### config.mk
export PLATFORM = sky130hd
export DESIGN_NAME = fetch_mem_arb
export DESIGN_NICKNAME = d
export VERILOG_FILES = /design/src/rtl/fetch_mem_arb.sv
export SDC_FILE = /design/constraint.sdc
export NUM_CORES = 1
export LEC_CHECK = 0
export CAP_MARGIN = 20
export CORE_UTILIZATION = 35
export CTS_CLUSTER_SIZE = 10
export DETAILED_ROUTE_END_ITERATION = 16
export PLACE_DENSITY = 0.78
export SLEW_MARGIN = 10
export SYNTH_ARGS = -nofsm -noshare
export SYNTH_HDL_FRONTEND = slang
export SYNTH_SLANG_ARGS = --single-unit
### constraint.sdc
create_clock -name clk -period 1.8 [get_ports clk]
set_clock_uncertainty 0.2 [all_clocks]
set_input_delay 0.36 -clock clk [delete_from_list [all_inputs] [get_ports clk]]
set_output_delay 0.36 -clock clk [all_outputs]
set_load 0.03 [all_outputs]
### src/rtl/fetch_mem_arb.sv
// fetch_mem_arb: arbitrates instruction fetch and data accesses onto one single-port memory,
// with fetch anti-starvation, flush-drop of in-flight fetches and a sticky response timeout.
module fetch_mem_arb #(
    parameter int TIMEOUT = 64,
    parameter int STARVE  = 4
) (
    input  logic        clk,
    input  logic        rst,
    input  logic        if_req,
    input  logic [15:0] if_addr,
    input  logic        if_flush,
    output logic        if_done,
    output logic [15:0] if_rdata,
    input  logic        d_req,
    input  logic        d_wr,
    input  logic [15:0] d_addr,
    input  logic [15:0] d_wdata,
    output logic        d_done,
    output logic [15:0] d_rdata,
    output logic        mem_en,
    output logic        mem_wr,
    output logic [15:0] mem_addr,
    output logic [15:0] mem_wdata,
    input  logic        mem_valid,
    input  logic [15:0] mem_rdata,
    output logic        err
);
    typedef enum logic [1:0] {IDLE, IF_BUSY, D_BUSY} state_t;
    state_t      state, state_nx;
    logic [6:0]  timer;
    logic [7:0]  starve_cnt;
    logic        drop;
    logic        busy, tmo, fin, gnt_if, gnt_d;
    always_comb begin
        busy     = state != IDLE;
        tmo      = busy && !mem_valid && (timer == 7'(TIMEOUT - 1));
        fin      = busy && (mem_valid || tmo);
        gnt_if   = state == IDLE && if_req && (!d_req || starve_cnt == 8'(STARVE));
        gnt_d    = state == IDLE && d_req && !gnt_if;
        // a flush in the completion cycle itself must also swallow the fetch
        if_done  = state == IF_BUSY && fin && !(drop || if_flush);
        if_rdata = if_done ? (mem_valid ? mem_rdata : 16'hF000) : '0;
        d_done   = state == D_BUSY && fin;
        d_rdata  = (d_done && mem_valid && !mem_wr) ? mem_rdata : '0;
        state_nx = state;
        state_nx = fin ? IDLE : gnt_if ? IF_BUSY : gnt_d ? D_BUSY : state_nx;
    end
    always_ff @(posedge clk or posedge rst) begin
        if (rst) state <= IDLE;
        else     state <= state_nx;
    end
    always_ff @(posedge clk or posedge rst) begin
        if (rst) begin
            mem_en     <= 1'b0;
            mem_wr     <= 1'b0;
            mem_addr   <= '0;
            mem_wdata  <= '0;
            timer      <= '0;
            starve_cnt <= '0;
            drop       <= 1'b0;
            err        <= 1'b0;
        end else begin
            mem_en <= gnt_if || gnt_d;
            if (gnt_if || gnt_d) begin
                mem_wr    <= gnt_d && d_wr;
                mem_addr  <= gnt_d ? d_addr : if_addr;
                mem_wdata <= gnt_d ? d_wdata : '0;
            end
            timer <= (busy && !fin) ? timer + 7'd1 : '0;
            if (gnt_if)
                starve_cnt <= '0;
            else if (gnt_d && if_req && starve_cnt != 8'(STARVE))
                starve_cnt <= starve_cnt + 8'd1;
            drop <= state == IF_BUSY && !fin && (drop || if_flush);
            err  <= err || tmo;
        end
    end
endmodule

* Word level (Yosys, flattened, before mapping)
Index checks and enable logic that the tools add are counted.
Word-level totals: logic and storage cells 60, register bits after elaboration 53, input port bits 71, output and inout bits 69
Cells by class: add/subtract/negate cells 2, reduce and logical (&&, ||, !) cells 33, equality and inequality tests 5, mux-type cells 11
Operators by type and width (number):
- $mux W16 | 5
- $logic_and A1 B1 Y1 | 18
- $mux W8 | 2
- $add A8 B1 Y8 const B | 1
- $eq A8 B3 Y1 const B | 1
- $ne A8 B3 Y1 const B | 1
- $add A7 B1 Y7 const B | 1
- $eq A7 B6 Y1 const B | 1
- $mux W7 | 1
- $logic_not A1 Y1 | 6
- $mux W2 | 3
- $logic_or A1 B1 Y1 | 5
- $reduce_bool A2 Y1 | 2
- $reduce_bool A3 Y1 | 1
- $eq A2 B1 Y1 const B | 1
- $eq A2 B2 Y1 const B | 1
- $logic_not A2 Y1 | 1

* Depth between registers and ports, before layout
Gate-level depths: netlist of the first run.
word-level depth 9, mapped depth 7, depth with buffers taken out 6

* Worst setup path before layout of the first run
No wires, ideal clock.
kind register -> output, start register timer[0], end output d_done, setup slack -0.549 ns, required time 1.240 ns, stages on the path, launching flop included 6, buffers on the path 0, data arrival time 1.789 ns, path through dfrtp_1 > ha_1 > nand4_1 > nor3_1 > nor2_1 > nor3b_1
Between the ends: longest elaborated chain between the ends 5
RTL lines:
- start, declared | RTL line 30 | logic [6:0] timer;
- start signal, assigned | RTL line 69 | timer <= (busy && !fin) ? timer + 7'd1 : '0;
- $eq A7 B6 Y1 | RTL line 36 | tmo = busy && !mem_valid && (timer == 7'(TIMEOUT - 1));
- $logic_and A1 B1 Y1 | RTL line 36
- $logic_or A1 B1 Y1 | RTL line 37 | fin = busy && (mem_valid || tmo);
- $logic_and A1 B1 Y1 | RTL line 37
- $logic_and A1 B1 Y1 | RTL line 43 | d_done = state == D_BUSY && fin;
- end, declared | RTL line 18 | output logic d_done,
Every way passes these cells.

* Worst setup path in the final report of the first run
start register timer[1], end output d_done
The elaborated chain is that of the path after synthesis.

==> results of run 1 <==
[worst min-delay path by stage]
stage | endpoint | cells after the start
6_report | mem_wdata[11] | 2
3_5_place_dp | err | 1
2_1_floorplan | drop | 1
4_1_cts | mem_wdata[12] | 2
3_3_place_gp | err | 1
5_1_grt | mem_wdata[12] | 2
[per-layer routing]
layer  vias to the layer above  track usage  routed length [um]
met4                         0       0.0788                 196
met3                        21       0.0645                 783
li1                       1229            -                   -
met5                         -            0                   0
met1                      1281        0.264                3540
met2                       147        0.424                5060
[where the power goes]
part | switching (mW) | internal, mW | total [mW]
registers | 0.272 | 1.60 | 1.88
clock network | 0.381 | 0.355 | 0.736
logic | 2.16 | 2.19 | 4.35
total | 2.82 | 4.15 | 6.97
[kinds of logic after synthesis]
logic type                 after synthesis  synth area share
DFF                                     53             0.524
adders and majority gates                3            0.0148
AOI/OAI and AO/OA                       63             0.201
buffers and inverters                   27            0.0504
xor gates and xnor gates                10            0.0346
and+or+nand+nor                         74             0.175
[cells in the final DEF, fill, tap and decap left out, types with 3 or more instances in the layout]
cell type	instances
a21o_1	15
a21oi_2	4
a22o_1	31
and2_4	16
and3_4	12
buf_12	7
buf_4	38
buf_6	48
clkbuf_16	3
clkbuf_8	7
clkdlybuf4s50_1	68
dfrtp_1	51
dlygate4sd2_1	35
inv_1	12
nand2_1	5
nand3_1	3
nand4_1	4
nor2_1	9
nor2_2	6
nor3_4	3
xnor2_1	4
xor2_1	5
[per-stage QoR]
step | hold slack [ns] | worst slack [ns]
6_report | 0.126 | -0.495
4_1_cts | 0.124 | -0.558
5_1_grt | 0.122 | -0.615
3_3_place_gp | 0.240 | -0.437
3_5_place_dp | 0.245 | -0.476
2_1_floorplan | 0.221 | -0.129
[repair_timing]
| item | in CTS | in global routing |
|---|---|---|
| setup buffers | 21 | 15 |
| gates cloned | 8 | 3 |
| gates resized for setup | 78 | 75 |
| pin swaps | 31 | 35 |
| setup endpoints to repair | 109 | 84 |
[sequential cells by signal (all words and copies together), names as in the netlist]
name,cells
drop,1
mem_wr,1
mem_addr,16
timer,7
mem_wdata,16
state,2
err,1
starve_cnt,8
mem_en,1
[cell type report]
cell class                 count  area [um2]
clock inverter                 1        8.76
timing repair buffer         205        2140
fill                         487        1770
tap                           96         120
multi-input combinational    151        1390
inverter                      15        60.1
sequential                    53        1330
clock buffer                   7        96.3
==> impl_results.md, run 1 <==
* Via Count at approximately 2700
* FF+latch count, synth at 53
* Placed Cells at 486
* Vias in the first global route at roughly 2800
* Post-synthesis instance area at ~2500 um2
* Status: finished with violations
* Pwr Total at roughly 7 mW
* Synth Net Count at 304
* Mapped Cells at between 200 and 250
* Clk_lat worst skew at approximately 0.30 ns
* Final Hold Violating Endpoints at 0
* VDD IR max at about 0.86 mV
* Initial core utilization at 0.366
* Via density per instance at approximately 5
* Setup TNS at -21.39 ns
* MaxCap Viol Count at 0
* WL final at roughly 9600 um
* Post-Syn Area per Cell at approximately 11 um2
* Synth unique cells at 34
* CTS sink cnt at 53
* Finished Layout Cells at approximately 530
* TritonCTS buffer count at 5
* Pwr Density at around 1400 nW/um2
* Synth cell count leaders: 53 x dfrtp_1, 31 x a22o_1, 16 x and2_1
* Final #Nets at 505
* CP required at ~1.2 ns
* Area contributors post-synth: dfrtp_1 52%, a22o_1 11%, a21o_1 4.4%
* TritonRoute pass-1 iters at 4
* Layout area overhead at 103%
* Ys Warns at 0
* Core ar. at slightly below 7000 um2
* CTS tree: built
* CTS H-tree lvls at 2
* WS Path Type: register to primary output
* Setup crit end: d_done
* CTS Buffer Depth at 2
* Num rows at 30
* Share of the synthesized area in the top cell type at 0.524
* Worst-path fanout max at 3
* GR Util All Layers at 0.234
* Crit path launch: timer[1]
* Final ANT Viol Nets at 0
* Grt ovf at 0
* Ratio of cells with drive above 1 in the final layout at 0.410
* Layout Utilization at 0.744
* RSZ-0062 raised after global routing: yes
* Final HPWL DP at between 5000 and 6000 um
* First-pass GRT wire length at 13500 um
* Async set-reset flop share out of synthesis at 1.00
* Top-count cell post-synth: dfrtp_1
* Crit path launch type: register
* Cell chain of the critical path: ha_2 > nand4_1 > nor3_4 > nor2_2 > nor3b_4 > buf_6
* Slowest cell on crit path: dfrtp_1
* Io pins at 140
* CP delay by family, top: simple AND/OR/NAND/NOR gates
* IO Port Bufs at 139
* Worst setup margin at -0.495 ns
* Final min period at around 2.3 ns
* Hold buffers post-CTS at 0
* Reg2Reg Depth at 8
* Post-DP Area at 4310 um2
* Reg-to-reg slack, setup at -0.29 ns
* WP buf/inv at 1
* Capturing point of the worst reg2reg path: mem_addr[12]
* Worst EP arrival at 1.74 ns
* Pleak at approximately 2.5 nW
* Violated checks: negative setup slack
* Per-cell routed wire length at ~18 um
* Ant. Diodes at 0
* Die area at 7580 um2
* Die Span X at just under 90 um
* Gpl congestion at slightly below 0.8
* Relative slew slack at 0.742
* Final setup vio count at between 70 and 80
* Sequential area share after synthesis at 0.524
* Fin crit share at 1.28
* Crit-path max cell delay at ~0.36 ns
* Die Height at slightly below 90 um
* Worst hold-check path type: input port to asynchronous set/reset pin
* Number of remaining DRC errors at 0
* Ys flop type: dfrtp_1
* Slew Viols, Final at 0
* Final instance area at 5140 um2
* CP endpoint kind: primary output
* Worst path depth at 6
* Post-synth EDFFs at 0
* Clk slew on worst S/H paths at roughly 0.090 ns
* Largest net degree at the start of global routing at 46
* Slew @ Worst Pin at around 0.39 ns
* Synth area leader: dfrtp_1
* Initial antenna violation count at 0
* Iter 0 DRT Violations at 125
* Peak Freq at ~440 MHz
* Root buffer cell: clkbuf_8
* Worst r2r src: state[1]
(Power assumes the default switching activity.)
==> run 2, diff against run 1 <==
--- a/config.mk
+++ b/config.mk
@@ -5,8 +5,10 @@
 export SDC_FILE = /design/constraint.sdc
 export NUM_CORES = 1
 export LEC_CHECK = 0
+export ABC_CLOCK_PERIOD_IN_PS = 1800
 export CAP_MARGIN = 20
 export CORE_UTILIZATION = 35
+export CTS_BUF_LIST = sky130_fd_sc_hd__clkbuf_8 sky130_fd_sc_hd__clkbuf_16
 export CTS_CLUSTER_SIZE = 10
 export DETAILED_ROUTE_END_ITERATION = 16
 export PLACE_DENSITY = 0.78
==> results of run 2 <==
Same layout as run 1: the final DEF is identical, and so are final timing and power.
==> run 3, diff against run 2 <==
--- a/config.mk
+++ b/config.mk
@@ -5,13 +5,13 @@
 export SDC_FILE = /design/constraint.sdc
 export NUM_CORES = 1
 export LEC_CHECK = 0
-export ABC_CLOCK_PERIOD_IN_PS = 1800
+export ABC_CLOCK_PERIOD_IN_PS = 2800
 export CAP_MARGIN = 20
-export CORE_UTILIZATION = 35
+export CORE_UTILIZATION = 42
 export CTS_BUF_LIST = sky130_fd_sc_hd__clkbuf_8 sky130_fd_sc_hd__clkbuf_16
 export CTS_CLUSTER_SIZE = 10
 export DETAILED_ROUTE_END_ITERATION = 16
-export PLACE_DENSITY = 0.78
+export PLACE_DENSITY = 0.87
 export SLEW_MARGIN = 10
 export SYNTH_ARGS = -nofsm -noshare
 export SYNTH_HDL_FRONTEND = slang
==> constraint.sdc (replaced) <==
create_clock -name clk -period 2.8 [get_ports clk]
set_clock_uncertainty 0.2 [all_clocks]
set_input_delay 0.56 -clock clk [delete_from_list [all_inputs] [get_ports clk]]
set_output_delay 0.56 -clock clk [all_outputs]
set_load 0.03 [all_outputs]
==> run 3 against run 2 <==
  * The run now ends clean
  * Sequential power fell by 35%
  * Critical path type is now input port to primary output
  * First-iteration DRC count decreased by 22%
  * Critical endpoint is now if_rdata[15]
  * Routed wire length is 33% lower
  * Core utilization decreased by 1.6 points
  * Power shrank 45%
  * Final cell count decreased by 15%
  * Global-route usage is 3.3 points lower
  * Worst hold slack improved by 0.14 ns
==> impl_results.md, run 3 (same netlist as run 1, synthesis figures left out) <==
* CTS sink cnt at 53 (unchanged)
* Grt ovf at 0 (unchanged)
* Gpl congestion at 0.824 (+4.0%)
* Pleak at 2.00 nW (-20%)
* Worst hold start: err
* Pwr Total at 3.82 mW (-45%)
* Core ar. at 5640 um2 (-18%)
* Final setup vio count at 0 (-100%)
* Worst hold-check path type: register to register
* Worst r2r src: starve_cnt[0]
* Root buffer cell: clkbuf_8
* Die Span X at 79.6 um (-8.5%)
* Worst-path fanout max at 5 (+2)
* Final Hold Violating Endpoints at 0 (unchanged)
* Final #Nets at 449 (-11%)
* VDD IR max at 0.630 mV (-27%)
* Register Area at 1330 um2 (-0.19%)
* Max layer used: met4
* Number of remaining DRC errors at 0 (unchanged)
* Final hold slack at 0.261 ns (+0.135 ns)
* RSZ-0062 raised after global routing: no
* Resized Gates After CTS at 0 (-100%)
* Commonest non-fill, non-tap cell in the layout: clkdlybuf4s50_1
* Post-DP Area at 3970 um2 (-8.0%)
* Sw Ratio at 0.395 (-0.00891)
* TritonCTS buffer count at 5 (unchanged)
* Clk_lat worst skew at 0.30 ns (about the same)
* MaxCap Viol Count at 0 (unchanged)
* Reg power frac at 0.319 (+0.050)
* Slew @ Worst Pin at 0.472 ns (+0.0869 ns)
* Per-cell routed wire length at 14.3 um (-21%)
* Post-CTS setup buffer count at 0 (-100%)
* Hold buffers post-CTS at 0 (unchanged)
* Worst EP arrival at 1.88 ns (+0.14 ns)
* Num rows at 27 (-10%)
* Final HPWL DP at 4980 um (-5.6%)
* Met3 WL at 692 um (-12%)
* Iter 0 DRT Violations at 97 (-22%)
* WS Path Type: input port to primary output
* WL final at 6410 um (-33%)
* Final min period at about 2.6 ns
* Final instance area at 4110 um2 (-20%)
* Top flop regs: mem_addr: 16 flops, mem_wdata: 16 flops, starve_cnt: 8 flops
* Die area at 6340 um2 (-16%)
* Multi-input gate area at 1090 um2 (-21%)
* Clock share of power at 0.156 (+0.050)
* CTS tree: built
* GR Util All Layers at 0.201 (-0.0331)
* Met2 wire len at 3210 um (-37%)
* Clk slew on worst S/H paths at 0.09 ns (about the same)
* Worst setup margin at 0.160 ns (+0.656 ns)
* CP endpoint kind: primary output
* Layout area overhead at 62.3%
* Fin crit share at 0.943
* Fillers at 422 (-13%)
* Slew Viols, Final at 0 (unchanged)
* Internal power at 2.31 mW (-44%)
* Via density per instance at 5.13 (+1.2%)
* First-pass GRT wire length at 9820 um (-27%)
* CTS H-tree lvls at 2 (unchanged)
* Setup TNS at 0 ns (+21.39 ns)
* TritonRoute pass-1 iters at 4 (unchanged)
* Crit path launch: if_flush
* Largest net degree at the start of global routing at 33 (-28%)
* Initial core utilization at 0.449 (+0.0822)
* Ratio of cells with drive above 1 in the final layout at 0.165 (-0.245)
* Comb pwr share at 0.525 (-0.100)
* Pwr Density at 930 nW/um2 (-31%)
* Initial antenna violation count at 0 (unchanged)
* Relative slew slack at 0.685 (-0.0574)
* CP required at 2.04 ns (+0.80 ns)
* Status: complete, no violations
* Crit path launch type: input port
* CTS Buffer Depth at 2 (unchanged)
* Final ANT Viol Nets at 0 (unchanged)
* Cell chain of the critical path: clkdlybuf4s50_1 > nor4b_2 > o21ai_1 > a21oi_1 > buf_4
* Ant. Diodes at 0 (unchanged)
* Peak Freq at about 380 MHz
* M1 WL at 2450 um (-31%)
* Vias in the first global route at 2171 (-21%)
* Slowest cell on crit path: clkdlybuf4s50_1
* Crit-path max cell delay at 0.44 ns (+0.08 ns)
* IO Port Bufs at 139 (unchanged)
* Die Height at 79.6 um (-8.5%)
* DP Worst Slack at 0.0803 ns (+0.556 ns)
* Via Count at 2299 (-14%)
* Commonest cells after routing, fill and taps aside: 105 x clkdlybuf4s50_1, 53 x dfrtp_1, 43 x buf_4, 31 x a22o_1, 16 x and2_1
* Net load switching power at 1.51 mW (-46%)
* Io pins at 140 (unchanged)
-- run 3: cell count changes in the layout (fill, tap and decap cells not counted), moves of 5 or more --
cell	delta
and3_1	+12
nor2_2	-5
buf_4	+5
and2_4	-16
dlygate4sd2_1	-35
and2_1	+16
and3_4	-12
clkdlybuf4s50_1	+37
nor2_1	+6
a21oi_1	+5
buf_6	-48
buf_12	-5
-- run 3: per-stage QoR --
step,std cells,util
floorplan,230,-
global placement,440,0.703
finish,448,0.728
detailed placement,440,0.703
CTS,448,0.727
global route,448,0.728
-- run 3: area by class of cell --
cell class	instances	share of cell area
clock inverters	3	0.0158
inverters	15	0.0137
repair buffers	150	0.344
clock buffers	5	0.0168
multi-input cells	150	0.265
well taps	72	0.0219
flip-flops and latches	53	0.323
-- run 3: power by group through the flow --
| stage | logic [mW] | registers [mW] | clock network [mW] |
|---|---|---|---|
| floorplan | 0.800 | 1.63 | 0 |
| finish | 2.01 | 1.22 | 0.596 |
| global placement | 1.97 | 1.23 | 0 |
| global route | 2.13 | 1.26 | 0.640 |
| detailed placement | 2.01 | 1.23 | 0 |
| CTS | 2.02 | 1.22 | 0.608 |
-- run 3: final timing paths --
kind | endpoint | slack (ns) | cells after the start
worst max-delay path | if_rdata[15] | 0.16 | 5
worst min-delay path | err | 0.26 | 1
worst max register to register | mem_addr[7] | 0.90 | 7
worst min register to register | err | 0.26 | 1
max in group asynchronous | mem_wdata[0] | 1.48 | 3
min in group asynchronous | mem_addr[8] | 0.39 | 2
-- run 3: layer usage --
| layer | up-vias | track usage |
|---|---|---|
| met4 | 0 | 0.0655 |
| met2 | 105 | 0.371 |
| li1 | 1104 | - |
| met5 | - | 0 |
| met3 | 4 | 0.0674 |
| met1 | 1086 | 0.211 |
-- run 3: critical path, delay by kind of cell --
kind | cells | cell delay, ns
buf+inv | 2 | 0.62
simple gates | 1 | 0.31
compound gates | 2 | 0.38
==> variant 1: new RTL, config.mk and constraints of run 2 <==
Reset style: synchronous (`rst`), changed in 2 clocked blocks.
--- a/src/rtl/fetch_mem_arb.sv
+++ b/src/rtl/fetch_mem_arb.sv
@@ -47,3 +47,3 @@
     end
-    always_ff @(posedge clk or posedge rst) begin
+    always_ff @(posedge clk) begin
         if (rst) state <= IDLE;
@@ -51,3 +51,3 @@
     end
-    always_ff @(posedge clk or posedge rst) begin
+    always_ff @(posedge clk) begin
         if (rst) begin
Behaviour: differs if rst is asserted again (counterexample within 4 cycles, from zero or initial values and one cycle with rst high); with rst held inactive, the same outputs for 10 cycles.
==> variant 1 against run 2 <==
The flow still finishes with violations (negative setup slack). Synthesized area decreased by 7.5%. Setup slack worse by 0.22 ns. Routed wire length down 16%. Global-route usage down 0.96 points. Fmax fell by 8.7%. Synthesized cell count is 3.0% higher. Sequential cell count is the same. Design area down 8.5%. Critical path depth unchanged. Register-to-register slack improved by 0.08 ns. Die area fell by 7.3%. Largest cell class unchanged.
Power is not compared: it rests on default switching activity, and its combinational part moved more than twofold at a synthesized area within 25%.
==> variant 1: results (changes against run 2) <==
metric;value;unit;change
routed wl met2;4110;um;-19%
Slowest-stage cell, CP;or4_4;;
GPL Wtd Cong;0.827;;+4.3%
Synth area leaders;dfxtp_1, and2_1, mux2i_1, a22o_1, o2bb2ai_1;;
R2R cell count;7;;-1
failing checks;negative setup slack;;
Hold/Removal Path Class;flop to flop;;
run status;finished with violations;;
Final HPWL DP;5360;um;+1.5%
global-route wire length before repair;12700;um;-6.3%
met1 Use GR;25.3;%;-1.0 points
largest net degree at the start of global routing;24;;-48%
CP peak stage delay;0.58;ns;+0.22 ns
via/cell ratio;5.05;;-0.48%
Worst R2R Start;state[0];;
final WL;8000;um;-16%
WL met1;3240;um;-8.5%
setup violators final;72;;-6.5%
crit path max fanout;5;;+2
worst setup margin;-0.714;ns;-0.219 ns
Final nets;502;;-0.59%
GRT Overall Usage;22.4;%;-0.96 points
grt met3 use;6.23;%;-0.21 points
Setup TNS Final;-18.49;ns;+2.90 ns
Hold WS;0.252;ns;+0.126 ns
wire length on met3;556;um;-29%
vias after detailed routing;2554;;-4.6%
initial drt markers;59;;-53%
Global Route met2 Usage;40.8;%;-1.6 points
fillcell total;480;;-1.4%
Mapped Cells;237;;+3.0%
cell count after placement;480;;-1.2%
Synth cell types;41;;+21%
layout cell share with drive strength beyond 1;38.0;%;-3.0 points
RR Endpoint;mem_wdata[14];;
==> variant 1: final cells by class <==
cell class                 count  area, um2  share of cell area [%]
timing repair buffer         195       1860                    39.6
multi-input combinational    162       1550                    32.9
sequential                    53       1070                    22.7
tap                           77       96.3                    2.05
clock inverter                 3       18.8                   0.399
inverter                      11       41.3                   0.879
clock buffer                   5       68.8                    1.46
==> variant 1: worst max-delay path, delay by kind of cell (launching register included) <==
family                   cells  cell delay, ns
AO/OA/AOI/OAI                2            0.24
adder cells (fa/ha/maj)      1            0.13
buffers and inverters        1            0.14
flip-flops                   1            0.37
AND/OR/NAND/NOR              2            0.76
==> variant 1: logic make-up (layout without fill, tap and decap cells) <==
group	after synthesis	after routing	synth area share (%)
compound gates	51	51	17.2
xor+xnor	10	10	3.74
fa+ha+maj	3	3	1.60
buf+inv	25	214	5.24
flops	53	53	45.3
mux	16	16	6.84
simple gates	79	82	20.0
==> variant 1: power by group <==
group          switching (mW)  total (mW)  internal [mW]
sequential             0.0395        1.29           1.25
clock                   0.392       0.661          0.269
combinational           0.447       0.913          0.465
total                   0.878        2.86           1.98
==> variant 1: timing repair <==
action,CTS,global route
cloned,5,0
hold buffers,0,0
pin swaps,19,27
setup endpoints to repair,107,74
resized for setup,100,26
setup buffers,6,7
==> variant 1: how the worst max path moves through the flow <==
| stage | startpoint | end | cells after the start |
|---|---|---|---|
| after floorplan | timer[0] | if_rdata[12] | 5 |
| after global placement | mem_valid | if_rdata[15] | 5 |
| after detailed placement | mem_valid | if_rdata[10] | 6 |
| after CTS | timer[0] | if_rdata[13] | 6 |
| after global routing | timer[0] | if_rdata[14] | 6 |
| final | timer[0] | if_rdata[14] | 6 |
==> variant 2: new RTL, config.mk and constraints of run 2 <==
Without the edit above. Set the parameter `TIMEOUT` to 48 (it was 64).
--- a/src/rtl/fetch_mem_arb.sv
+++ b/src/rtl/fetch_mem_arb.sv
@@ -3,3 +3,3 @@
 module fetch_mem_arb #(
-    parameter int TIMEOUT = 64,
+    parameter int TIMEOUT = 48,
     parameter int STARVE  = 4
Behaviour: same outputs for any inputs over 10 cycles, from zero or initial values and one cycle with rst high; that may be too few to reach the edited logic, so the function may still have changed.
==> variant 2 against run 2 <==
The flow still finishes with violations (negative setup slack). Sequential cell count stayed put. Design area fell by 2.0%. Power down 5.2%. Fmax is 0.82% lower. Register-to-register slack improved by 0.15 ns. Routed wire length shrank 14%. Combinational power shrank 8.0%. Hold slack got worse by 0.0015 ns. First-iteration DRC count decreased by 24%. Final cell count is 0.19% lower. Setup slack worse by 0.019 ns. Synthesized area increased by 4.5%. Critical path type unchanged.
==> variant 2: results (changes against run 2) <==
metric;value;unit;change
Reg clk slew, reported paths;0.11;ns;+0.02 ns
RR Endpoint;mem_addr[0];;
clock network power;0.716;mW;-2.7%
Synth area leaders;dfrtp_1, a22o_1, a22oi_2, o21ai_2, and2_1;;
largest net degree at the start of global routing;31;;-33%
delay-heaviest family, CP;flip-flops;;
initial drt markers;95;;-24%
GRT Overall Usage;21.0;%;-2.4 points
layout cell share with drive strength beyond 1;41.8;%;+0.85 points
Worst R2R Start;state[0];;
cell count after placement;505;;+3.9%
number of global-route vias before repair;2631;;-4.5%
Max VDD drop;0.000773;V;-10%
arrival time worst endpoint;1.75;ns;
Switching Fraction;42.1;%;+1.7 points
CTS Buf Count;5;;unchanged
Hold WS;0.124;ns;-0.00146 ns
synthesized area per cell;11.0;um2;+0.14%
combinational share of power;60.6;%;-1.9 points
NetSw;2.78;mW;-1.2%
slew margin rel.;75.5;%;+1.3 points
via/cell ratio;4.80;;-5.3%
Final nets;501;;-0.79%
GPL Wtd Cong;0.822;;+3.7%
post-synthesis sequential area ratio;50.1;%;-2.3 points
global-route wire length before repair;12700;um;-6.2%
setup violators final;69;;-10%
Synth cell types;41;;+21%
fillcell total;539;;+11%
Final HPWL DP;5460;um;+3.4%
most frequent cells after synthesis;dfrtp_1, inv_1, nor2_1;;
worst setup margin;-0.514;ns;-0.0191 ns
CP peak stage delay;0.42;ns;+0.06 ns
flop2flop setup slack;-0.14;ns;+0.15 ns
run status;finished with violations;;
syn_nets;314;;+3.3%
crit path max fanout;5;;+2
DR WL/cell;15.7;um;-14%
Pleak;2.32;nW;-8.0%
vias after detailed routing;2531;;-5.5%
failing checks;negative setup slack;;
ant diodes;0;;unchanged
DP Worst Slack;-0.446;ns;+0.0295 ns
[variant 2: changes by cell type in the layout (fill, tap and decap cells not counted), moves of 4 or more]
| cell | change |
|---|---|
| buf_6 | -10 |
| nor2_2 | -4 |
| nor2_1 | +9 |
| inv_1 | +6 |
| o21ai_2 | +12 |
| o221a_1 | +4 |
| a21o_1 | -14 |
| a22o_1 | -14 |
| a22oi_2 | +12 |
| buf_4 | -5 |
[variant 2: timing repair]
action	CTS	global route
cloned	6	0
pin swaps	24	23
setup endpoints to repair	96	79
buffers inserted	6	4
resized for setup	112	15
[variant 2: layout make-up]
cell class | instances | area share (%)
tap | 99 | 2.46
inverter | 23 | 1.79
timing repair buffer | 190 | 38.9
multi-input combinational | 154 | 28.6
clock inverter | 3 | 0.522
sequential | 53 | 26.4
clock buffer | 5 | 1.37
[variant 2: per-layer routing]
layer,GRT usage (%),wire (um),part of all wire [%],vias up
met5,0,0,0,-
met4,5.92,80,0.97,0
met3,4.80,573,6.9,8
met2,38.9,4210,51,111
met1,24.4,3390,41,1190
li1,-,-,-,1222
[variant 2: how the worst max path moves through the flow]
stage | startpoint | end
finish | timer[0] | if_rdata[14]
global route | timer[0] | if_rdata[13]
CTS | timer[0] | d_done
detailed placement | d_req | mem_addr[0]
global placement | mem_valid | d_rdata[1]
floorplan | timer[0] | d_done
[variant 2: through the flow]
stage / setup TNS [ns] / instance area (um2)
2_1_floorplan: -0.883 / 2790
3_3_place_gp: -21.68 / 4480
3_5_place_dp: -24.20 / 4480
4_1_cts: -11.83 / 4940
5_1_grt: -16.43 / 5030
6_report: -12.88 / 5030
[variant 2: cell families after synthesis]
kind of cell / synth area share [%]
flops: 50.1
buf+inv: 6.01
compound gates: 20.2
simple gates: 18.6
xor+xnor: 3.64
fa+ha+maj: 1.42
